==> config.mk <==
export PLATFORM = sky130hd
export DESIGN_NAME = serial_subtractor
export DESIGN_NICKNAME = d
export VERILOG_FILES = /design/src/rtl/serial_sub_pkg.sv /design/src/rtl/full_subtractor.sv /design/src/rtl/serial_subtractor.sv
export SDC_FILE = /design/constraint.sdc
export NUM_CORES = 1
export LEC_CHECK = 0
export ABC_AREA = 1
export ABC_CLOCK_PERIOD_IN_PS = 2400
export CAP_MARGIN = 15
export CELL_PAD_IN_SITES_DETAIL_PLACEMENT = 1
export CELL_PAD_IN_SITES_GLOBAL_PLACEMENT = 2
export CORE_MARGIN = 1
export CORE_UTILIZATION = 31
export CTS_CLUSTER_DIAMETER = 40
export DETAILED_ROUTE_END_ITERATION = 6
export PLACE_DENSITY_LB_ADDON = 0.1
export REMOVE_ABC_BUFFERS = 1
export SLEW_MARGIN = 25
export SYNTH_ARGS = -nofsm -noshare
export SYNTH_HDL_FRONTEND = slang
export SYNTH_SLANG_ARGS = --single-unit
==> constraint.sdc <==
create_clock -name clk -period 2.4 [get_ports clk]
set_input_delay 0.48 -clock clk [delete_from_list [all_inputs] [get_ports clk]]
set_output_delay 0.48 -clock clk [all_outputs]
set_load 0.02 [all_outputs]
==> src/rtl/serial_sub_pkg.sv <==
// Shared types and constants for the bit-serial subtractor.
// Optional overflow output is enabled by defining SERIAL_SUB_OVF_EN.
package serial_sub_pkg;

    typedef enum logic [1:0] {
        IDLE = 2'd0,
        RUN  = 2'd1,
        DONE = 2'd2
    } state_t;

    localparam int SERIAL_SUB_DEFAULT_WIDTH = 4;

    // Bit counter width; a one-bit floor keeps WIDTH=2 (and any degenerate value) legal.
    function automatic int cnt_width(input int width);
        return (width <= 2) ? 1 : $clog2(width);
    endfunction

endpackage

==> src/rtl/full_subtractor.sv <==
// One-bit combinational full subtractor: diff = a - b - b_in, with borrow out.
module full_subtractor (
    input  logic a,
    input  logic b,
    input  logic b_in,
    output logic diff,
    output logic b_out
);

    assign diff  = a ^ b ^ b_in;
    assign b_out = (~a & b) | (~(a ^ b) & b_in);

endmodule

==> src/rtl/serial_subtractor.sv <==
// Bit-serial subtractor D = A - B - Bin, LSB first, one bit per clock, valid/ready on both sides.
// Define SERIAL_SUB_OVF_EN to add the signed-overflow output ovf.
module serial_subtractor
    import serial_sub_pkg::*;
#(
    parameter int WIDTH = SERIAL_SUB_DEFAULT_WIDTH
) (
    input  logic             clk,
    input  logic             rst_n,
    input  logic             in_valid,
    output logic             in_ready,
    input  logic [WIDTH-1:0] A,
    input  logic [WIDTH-1:0] B,
    input  logic             Bin,
    output logic             out_valid,
    input  logic             out_ready,
    output logic [WIDTH-1:0] D,
    output logic             Bout,
    output logic             busy
`ifdef SERIAL_SUB_OVF_EN
    ,
    output logic             ovf
`endif
);

    localparam int CW = cnt_width(WIDTH);
    localparam logic [CW-1:0] LAST_BIT = CW'(WIDTH - 1);

    state_t           state;
    logic [WIDTH-1:0] a_sh;
    logic [WIDTH-1:0] b_sh;
    logic [WIDTH-2:0] res_sh;
    logic             borrow;
    logic [CW-1:0]    count;

    logic             cell_diff;
    logic             cell_borrow;
    logic [WIDTH-1:0] partial;

    full_subtractor u_cell (
        .a     (a_sh[0]),
        .b     (b_sh[0]),
        .b_in  (borrow),
        .diff  (cell_diff),
        .b_out (cell_borrow)
    );

    // New bit enters at the MSB so the finished word is aligned after WIDTH shifts.
    assign partial = {cell_diff, res_sh};

    assign in_ready  = (state == IDLE);
    assign out_valid = (state == DONE);
    assign busy      = (state != IDLE);

    always_ff @(posedge clk or negedge rst_n) begin
        if (!rst_n) begin
            state  <= IDLE;
            a_sh   <= '0;
            b_sh   <= '0;
            res_sh <= '0;
            borrow <= 1'b0;
            count  <= '0;
            D      <= '0;
            Bout   <= 1'b0;
`ifdef SERIAL_SUB_OVF_EN
            ovf    <= 1'b0;
`endif
        end else begin
            case (state)
                IDLE: begin
                    if (in_valid) begin
                        a_sh   <= A;
                        b_sh   <= B;
                        borrow <= Bin;
                        count  <= '0;
                        state  <= RUN;
                    end
                end
                RUN: begin
                    a_sh   <= {1'b0, a_sh[WIDTH-1:1]};
                    b_sh   <= {1'b0, b_sh[WIDTH-1:1]};
                    res_sh <= partial[WIDTH-1:1];
                    borrow <= cell_borrow;
                    count  <= count + 1'b1;
                    // D/Bout only update here, so they hold the previous result through RUN.
                    if (count == LAST_BIT) begin
                        D     <= partial;
                        Bout  <= cell_borrow;
`ifdef SERIAL_SUB_OVF_EN
                        ovf   <= (a_sh[0] != b_sh[0]) && (cell_diff != a_sh[0]);
`endif
                        state <= DONE;
                    end
                end
                DONE: begin
                    if (out_ready) begin
                        state <= IDLE;
                    end
                end
                default: begin
                    state <= IDLE;
                end
            endcase
        end
    end

endmodule
==> summary.md, run 1 <==
| Metric | Value |
|---|---|
| DIE AREA | `3480 um2` |
| Pin count of the biggest net entering global routing | `22` |
| Fillcell total | `376` |
| Area occupied by multi-input gates | `375 um2` |
| Critical Path RT | `1920 ps` |
| Register Area | `526 um2` |
| Clock transition at path regs | `130 ps` |
| Final worst-path cycle share | `88.1%` |
| Final WL | `2.12 mm` |
| M1 WL | `1.01 mm` |
| Iter 0 DRT Violations | `18` |
| Worst Hold Class | `flop to flop` |
| Max-slew violation count | `0` |
| FF-to-FF path depth | `6` |
| Slew headroom | `81.0%` |
| Synthesized cell area | `1010 um2` |
| Port Buffer Count | `20` |
| Sequential group share of total power | `36.8%` |
| Finished Layout Cells | `185` |
| Slowest library cell on the worst path | `clkdlybuf4s50_1` |
| Clock power share | `10.6%` |
| Vias/cell | `4.34` |
| TritonCTS clock tree | `done` |
| Final net count | `157` |
| Die Width | `59 um` |
| Setup Buffers After CTS | `0` |
| DRC | `0` |
| Antenna fix cells | `0` |
| CTS-repair resized insts | `0` |
| CTS max path bufs | `2` |
| Register area share after synthesis | `52.2%` |
| Top sig layer | `met4` |
| Distinct cells, synth | `21` |
| Max Fanout on Critical Path | `4` |
| Worst path max stage delay | `660 ps` |
| Met3 wire len | `63 um` |
| Final Hold Viols | `0` |
| Setup violations, final | `0` |
| Final setup skew | `7.95 ps` |
| Metal2 WL | `1.01 mm` |
| Clock H-tree levels | `1` |
| Sw power | `0.000742 W` |
| Core footprint | `3080 um2` |
| Setup_tns | `0 ps` |
| Final Cell Area | `1280 um2` |
| Initial Utilization | `32.7%` |
| Share of cells above drive strength 1 | `12.8%` |
| Total congestion overflow | `0` |
| Hold Path Depth | `2` |
| Tmin final | `2110 ps` |
| Dpl cells | `181` |
| Clock root buffer | `clkbuf_4` |
| All-Layer GR Usage | `15.1%` |
| Max-Cap Viols | `0` |
| Mapped Cells | `118` |
| Sink Count | `21` |
| Die height | `59 um` |
| Detail Placement HPWL | `1.55 mm` |
| Clk_lat worst skew | `310 ps` |
| Area added between synthesis and finish | `27.2%` |
| Crit end category | `output pin` |
| Data arrival, critical path | `1630 ps` |
| Synth warnings | `0` |
| Global-route wire length before repair | `3.84 mm` |
| CTS Buf Count | `3` |
| Initial antenna violation count | `0` |
| Setup crit start kind | `flop` |
| Sw frac | `44.5%` |
| Tightest Pin Transition | `285 ps` |
| Status | `complete, no violations` |
| Power Total | `0.00167 W` |
| Int Power | `0.000924 W` |
| Peak supply drop | `0.000306 V` |
| Combinational share of power | `52.5%` |
| CTS Hold Bufs | `0` |
| Vias in the first global route | `852` |
| IO Pins | `21` |
| Via Count | `803` |
| RePlAce Congestion | `0.738` |
| Row cnt | `20` |
| Wire per inst | `11.4 um` |
| Seq cells post-synth | `21` |
| Area of placed instances | `1250 um2` |
| Routed Antenna Nets | `0` |
| Worst setup path category | `flop to output pin` |
| Mean Syn Cell Area | `8.54 um2` |
| FMAX | `473 MHz` |
| RSZ-0062 raised after global routing | `false` |
| Drt pass-1 iters | `4` |
| Leak | `0.655 nW` |
| Power per Cell Area | `1300 nW/um2` |
| Critical-path cell list | `nor2_1 -> clkdlybuf4s50_1` |
## cell type report
class,instances,area share (%)
tap,44,4.30
clock buffer,3,1.76
multi-input combinational,72,29.3
inverter,22,6.45
clock inverter,1,0.391
timing repair buffer,22,16.8
sequential,21,41.0
## power by group through the flow
stage | combinational, W | clock [W] | sequential [W]
floorplan | 0.000536 | 0 | 0.000668
global placement | 0.000874 | 0 | 0.000624
detailed placement | 0.000893 | 0 | 0.000625
CTS | 0.000899 | 0.000187 | 0.000616
global route | 0.00101 | 0.000209 | 0.000634
finish | 0.000874 | 0.000177 | 0.000614
## stage by stage
step	setup WS (ps)	utilization, %	hold slack, ps
finish	287	41.6	491
global placement	633	40.7	454
floorplan	776	-	184
global route	169	41.6	497
CTS	257	41.6	498
detailed placement	617	40.7	466
## cells in the mapped netlist
library cell,instances,area [um2]
nand2_1,40,150
dfrtp_1,21,526
inv_1,19,71.3
nand3_1,9,45.0
o21ai_1,4,20.0
inv_2,3,11.3
nor2_1,3,11.3
o21ai_0,3,15.0
nand2_2,2,12.5
nand3_2,2,20.0
o21ai_2,2,17.5
a21oi_1,1,5.00
a21oi_4,1,16.3
buf_2,1,5.00
buf_4,1,7.51
buf_6,1,11.3
fa_1,1,20.0
ha_1,1,12.5
nand2_4,1,11.3
nor2_4,1,11.3
o31ai_1,1,7.51
## registers in the layout (all words and copies together), names as in the netlist
register and flops:
D 4, borrow 1, b_sh 4, res_sh 3, state 2, a_sh 4
Bout 1, count 2
## worst max-delay path, delay by kind of cell (launching register included)
family / cells / cell delay [ps]
flops: 1 / 450
simple gates: 1 / 220
buf+inv: 1 / 660
## path summary, 6_finish.rpt
path                            slack (ps)     start       end
max in group asynchronous             1670     rst_n   b_sh[1]
worst max-delay path                   290  state[1]  in_ready
worst max register to register         980  state[0]   b_sh[2]
min in group asynchronous              500     rst_n      D[0]
worst min-delay path                   490   b_sh[1]   b_sh[1]
worst min register to register         490   b_sh[1]   b_sh[1]
## layout by cell type (no fill, tap or decap), drive strengths merged
cell type      instances
fa                     1
inv                   22
nor2                   4
nand3                 11
a21oi                  2
o31ai                  1
clkbuf                 3
dfrtp                 21
clkdlybuf4s50         20
o21ai                  9
buf                    2
ha                     1
nand2                 43
clkinv                 1
## routing by layer
metal / up-vias / global-route usage [%]
li1: 405 / -
met1: 377 / 18.9
met2: 16 / 25.6
met3: 5 / 2.62
met4: 0 / 6.12
met5: - / 0
## logic make-up after synthesis
kind of cell,Yosys count,synth area share [%]
AO/OA/AOI/OAI,12,8.07
buffers and inverters,25,10.6
AND/OR/NAND/NOR,58,26.0
flip-flops,21,52.2
adder cells (fa/ha/maj),2,3.23
No activity file was read; power rests on OpenSTA's default activity.
==> run 2, diff against run 1 <==
--- a/config.mk
+++ b/config.mk
@@ -6,12 +6,12 @@
 export NUM_CORES = 1
 export LEC_CHECK = 0
 export ABC_AREA = 1
-export ABC_CLOCK_PERIOD_IN_PS = 2400
+export ABC_CLOCK_PERIOD_IN_PS = 2300
 export CAP_MARGIN = 15
 export CELL_PAD_IN_SITES_DETAIL_PLACEMENT = 1
 export CELL_PAD_IN_SITES_GLOBAL_PLACEMENT = 2
 export CORE_MARGIN = 1
-export CORE_UTILIZATION = 31
+export CORE_UTILIZATION = 29
 export CTS_CLUSTER_DIAMETER = 40
 export DETAILED_ROUTE_END_ITERATION = 6
 export PLACE_DENSITY_LB_ADDON = 0.1
==> constraint.sdc (replaced) <==
create_clock -name clk -period 2.3 [get_ports clk]
set_input_delay 0.46 -clock clk [delete_from_list [all_inputs] [get_ports clk]]
set_output_delay 0.46 -clock clk [all_outputs]
set_load 0.02 [all_outputs]
==> run 2 against run 1 <==
Via count fell by 2.6%. Die area rose by 6.7%. Cell area barely moved. Hold slack got worse by 7.8 ps. Register-to-register slack got worse by 100 ps. Clock power rose by 2%. First-iteration DRC count fell by 78%. Critical endpoint unchanged. Largest power group unchanged.
==> summary.md, run 2 (synthesis gave the netlist of run 1 again) <==
| Metric | Value |
|---|---|
| Antenna fix cells | `0 (unchanged)` |
| Critical Path RT | `1840 ps (-80 ps)` |
| Global-route wire length before repair | `3.60 mm (-6.1%)` |
| Iter 0 DRT Violations | `4 (-14)` |
| Hold wc startpoint | `D[0]` |
| Hold WS | `484 ps (-7.82 ps)` |
| Die height | `60.9 um (+3.3%)` |
| R2R Setup Slk | `880 ps (-100 ps)` |
| Fillcell total | `424 (+13%)` |
| Setup Buffers After CTS | `0 (unchanged)` |
| Setup_tns | `0 ps (unchanged)` |
| Setup violations, final | `0 (unchanged)` |
| FMAX | `468 MHz` |
| DRC | `0 (unchanged)` |
| Detail Placement HPWL | `1.56 mm (+0.49%)` |
| Vias/cell | `4.18 (-3.7%)` |
| Area added between synthesis and finish | `27.3% (about the same)` |
| Critical-path cell list | `nor2_1 -> clkdlybuf4s50_1` |
| CTS Buf Count | `3 (unchanged)` |
| Crit end category | `output pin` |
| Final Hold Viols | `0 (unchanged)` |
| Power per Cell Area | `1350 nW/um2 (+3.9%)` |
| TritonCTS clock tree | `done` |
| Core footprint | `3340 um2 (+8.4%)` |
| CP delay by family, top | `buffers and inverters` |
| Drt pass-1 iters | `2 (-2)` |
| Final WS setup | `162 ps (-124 ps)` |
| Commonest non-fill, non-tap cell in the layout | `nand2_1` |
| Wire per inst | `11.4 um (-0.28%)` |
| Slowest library cell on the worst path | `clkdlybuf4s50_1` |
| Tightest Pin Transition | `314 ps (+29.5 ps)` |
| Total congestion overflow | `0 (unchanged)` |
| Biggest regs | `D x4, a_sh x4, b_sh x4` |
| Tmin final | `2140 ps` |
| Routed Antenna Nets | `0 (unchanged)` |
| Data arrival, critical path | `1680 ps (+50 ps)` |
| DIE AREA | `3710 um2 (+6.7%)` |
| Worst reg2reg startpoint | `state[1]` |
| Final worst-path cycle share | `92.9%` |
| All-Layer GR Usage | `13.7% (-1.4 points)` |
| IO Pins | `21 (unchanged)` |
| RePlAce Congestion | `0.745 (+0.84%)` |
| CTS max path bufs | `2 (unchanged)` |
| Worst Hold Class | `flop to flop` |
| Die Width | `60.9 um (+3.3%)` |
| RR Endpoint | `state[0]` |
| Final WL | `2.14 mm (+0.80%)` |
| Port Buffer Count | `20 (unchanged)` |
| CTS-repair resized insts | `0 (unchanged)` |
| Worst path max stage delay | `650 ps (about the same)` |
| Status | `complete, no violations` |
| RSZ-0062 raised after global routing | `false` |
| Initial antenna violation count | `0 (unchanged)` |
| Clock root buffer | `clkbuf_4` |
| Dpl cells | `183 (+1.1%)` |
| Max Fanout on Critical Path | `6 (+2)` |
| Clock H-tree levels | `1 (unchanged)` |
| Hold Path Depth | `2 (unchanged)` |
| Bufs and invs on worst path | `1 (unchanged)` |
| Worst Hold Endpoint | `D[0]` |
| Max-Cap Viols | `0 (unchanged)` |
| CTS Hold Bufs | `0 (unchanged)` |
| Slew headroom | `79.0% (-2.0 points)` |
| Via Count | `782 (-2.6%)` |
| Worst setup path category | `flop to output pin` |
| Row cnt | `21 (+5.0%)` |
| Max-slew violation count | `0 (unchanged)` |
| Sink Count | `21 (unchanged)` |
| Initial Utilization | `30.2% (-2.5 points)` |
| Vias in the first global route | `779 (-8.6%)` |
| Clk_lat worst skew | `310 ps (about the same)` |
| Commonest non-fill, non-tap cells in the layout | `40 x nand2_1, 21 x dfrtp_1, 20 x clkdlybuf4s50_1` |
| Pin count of the biggest net entering global routing | `22 (unchanged)` |
| Final net count | `157 (unchanged)` |
| Share of cells above drive strength 1 | `12.1% (-0.71 points)` |
| Leak | `0.652 nW (-0.42%)` |
| Setup crit start kind | `flop` |
| FF-to-FF path depth | `5 (-1)` |
| Pre-CTS WS | `485 ps (-132 ps)` |
| Clock transition at path regs | `110 ps (-20 ps)` |
| Finished Layout Cells | `187 (+1.1%)` |
| Peak supply drop | `0.000385 V (+26%)` |
| Final setup skew | `8.88 ps (+0.934 ps)` |
-- run 2: cell types whose count changed in the layout (fill, tap and decap cells not counted), sizes merged --
cell | previous run | this run
clkbuf | 3 | 4
clkinv | 1 | 0
-- run 2: worst max path at each step --
stage,start,endpoint,slack (ps),cells after the start
after CTS,state[0],in_ready,130,2
after floorplan,state[0],busy,700,2
final,state[0],in_ready,160,2
after global placement,state[0],in_ready,520,2
after detailed placement,state[0],in_ready,480,2
after global routing,state[0],in_ready,80,2
-- run 2: final cells by class --
cell class                 instances  area, um2  share of cell area (%)
multi-input combinational         72        375                    29.3
timing repair buffer              22        215                    16.8
inverter                          22       82.6                    6.44
clock buffer                       4       26.3                    2.05
sequential                        21        526                    41.0
tap                               46       57.6                    4.49
-- run 2: where the power goes --
group | total [W] | internal, W | switching (W)
registers | 0.000649 | 0.000540 | 0.000108
clock network | 0.000181 | 0.0000677 | 0.000114
logic | 0.000902 | 0.000359 | 0.000543
-- run 2: through the flow --
step | util, % | power, W | instance area, um2
detailed placement | 37.6 | 0.00158 | 1260
global placement | 37.6 | 0.00156 | 1260
global route | 38.4 | 0.00191 | 1280
CTS | 38.4 | 0.00178 | 1280
finish | 38.4 | 0.00173 | 1280
floorplan | - | 0.00126 | 983
-- run 2: routing by layer --
metal  track usage [%]  part of all wire (%)
met1              16.7                    46
met2              23.1                    51
met3              2.56                   2.5
met4              6.82                  0.70
met5                 0                     0
-- run 2: tightest hold or removal path: cells and delay by family (launching register included) --
family | cells | cell delay, ps
and+or+nand+nor | 2 | 100
DFF | 1 | 360
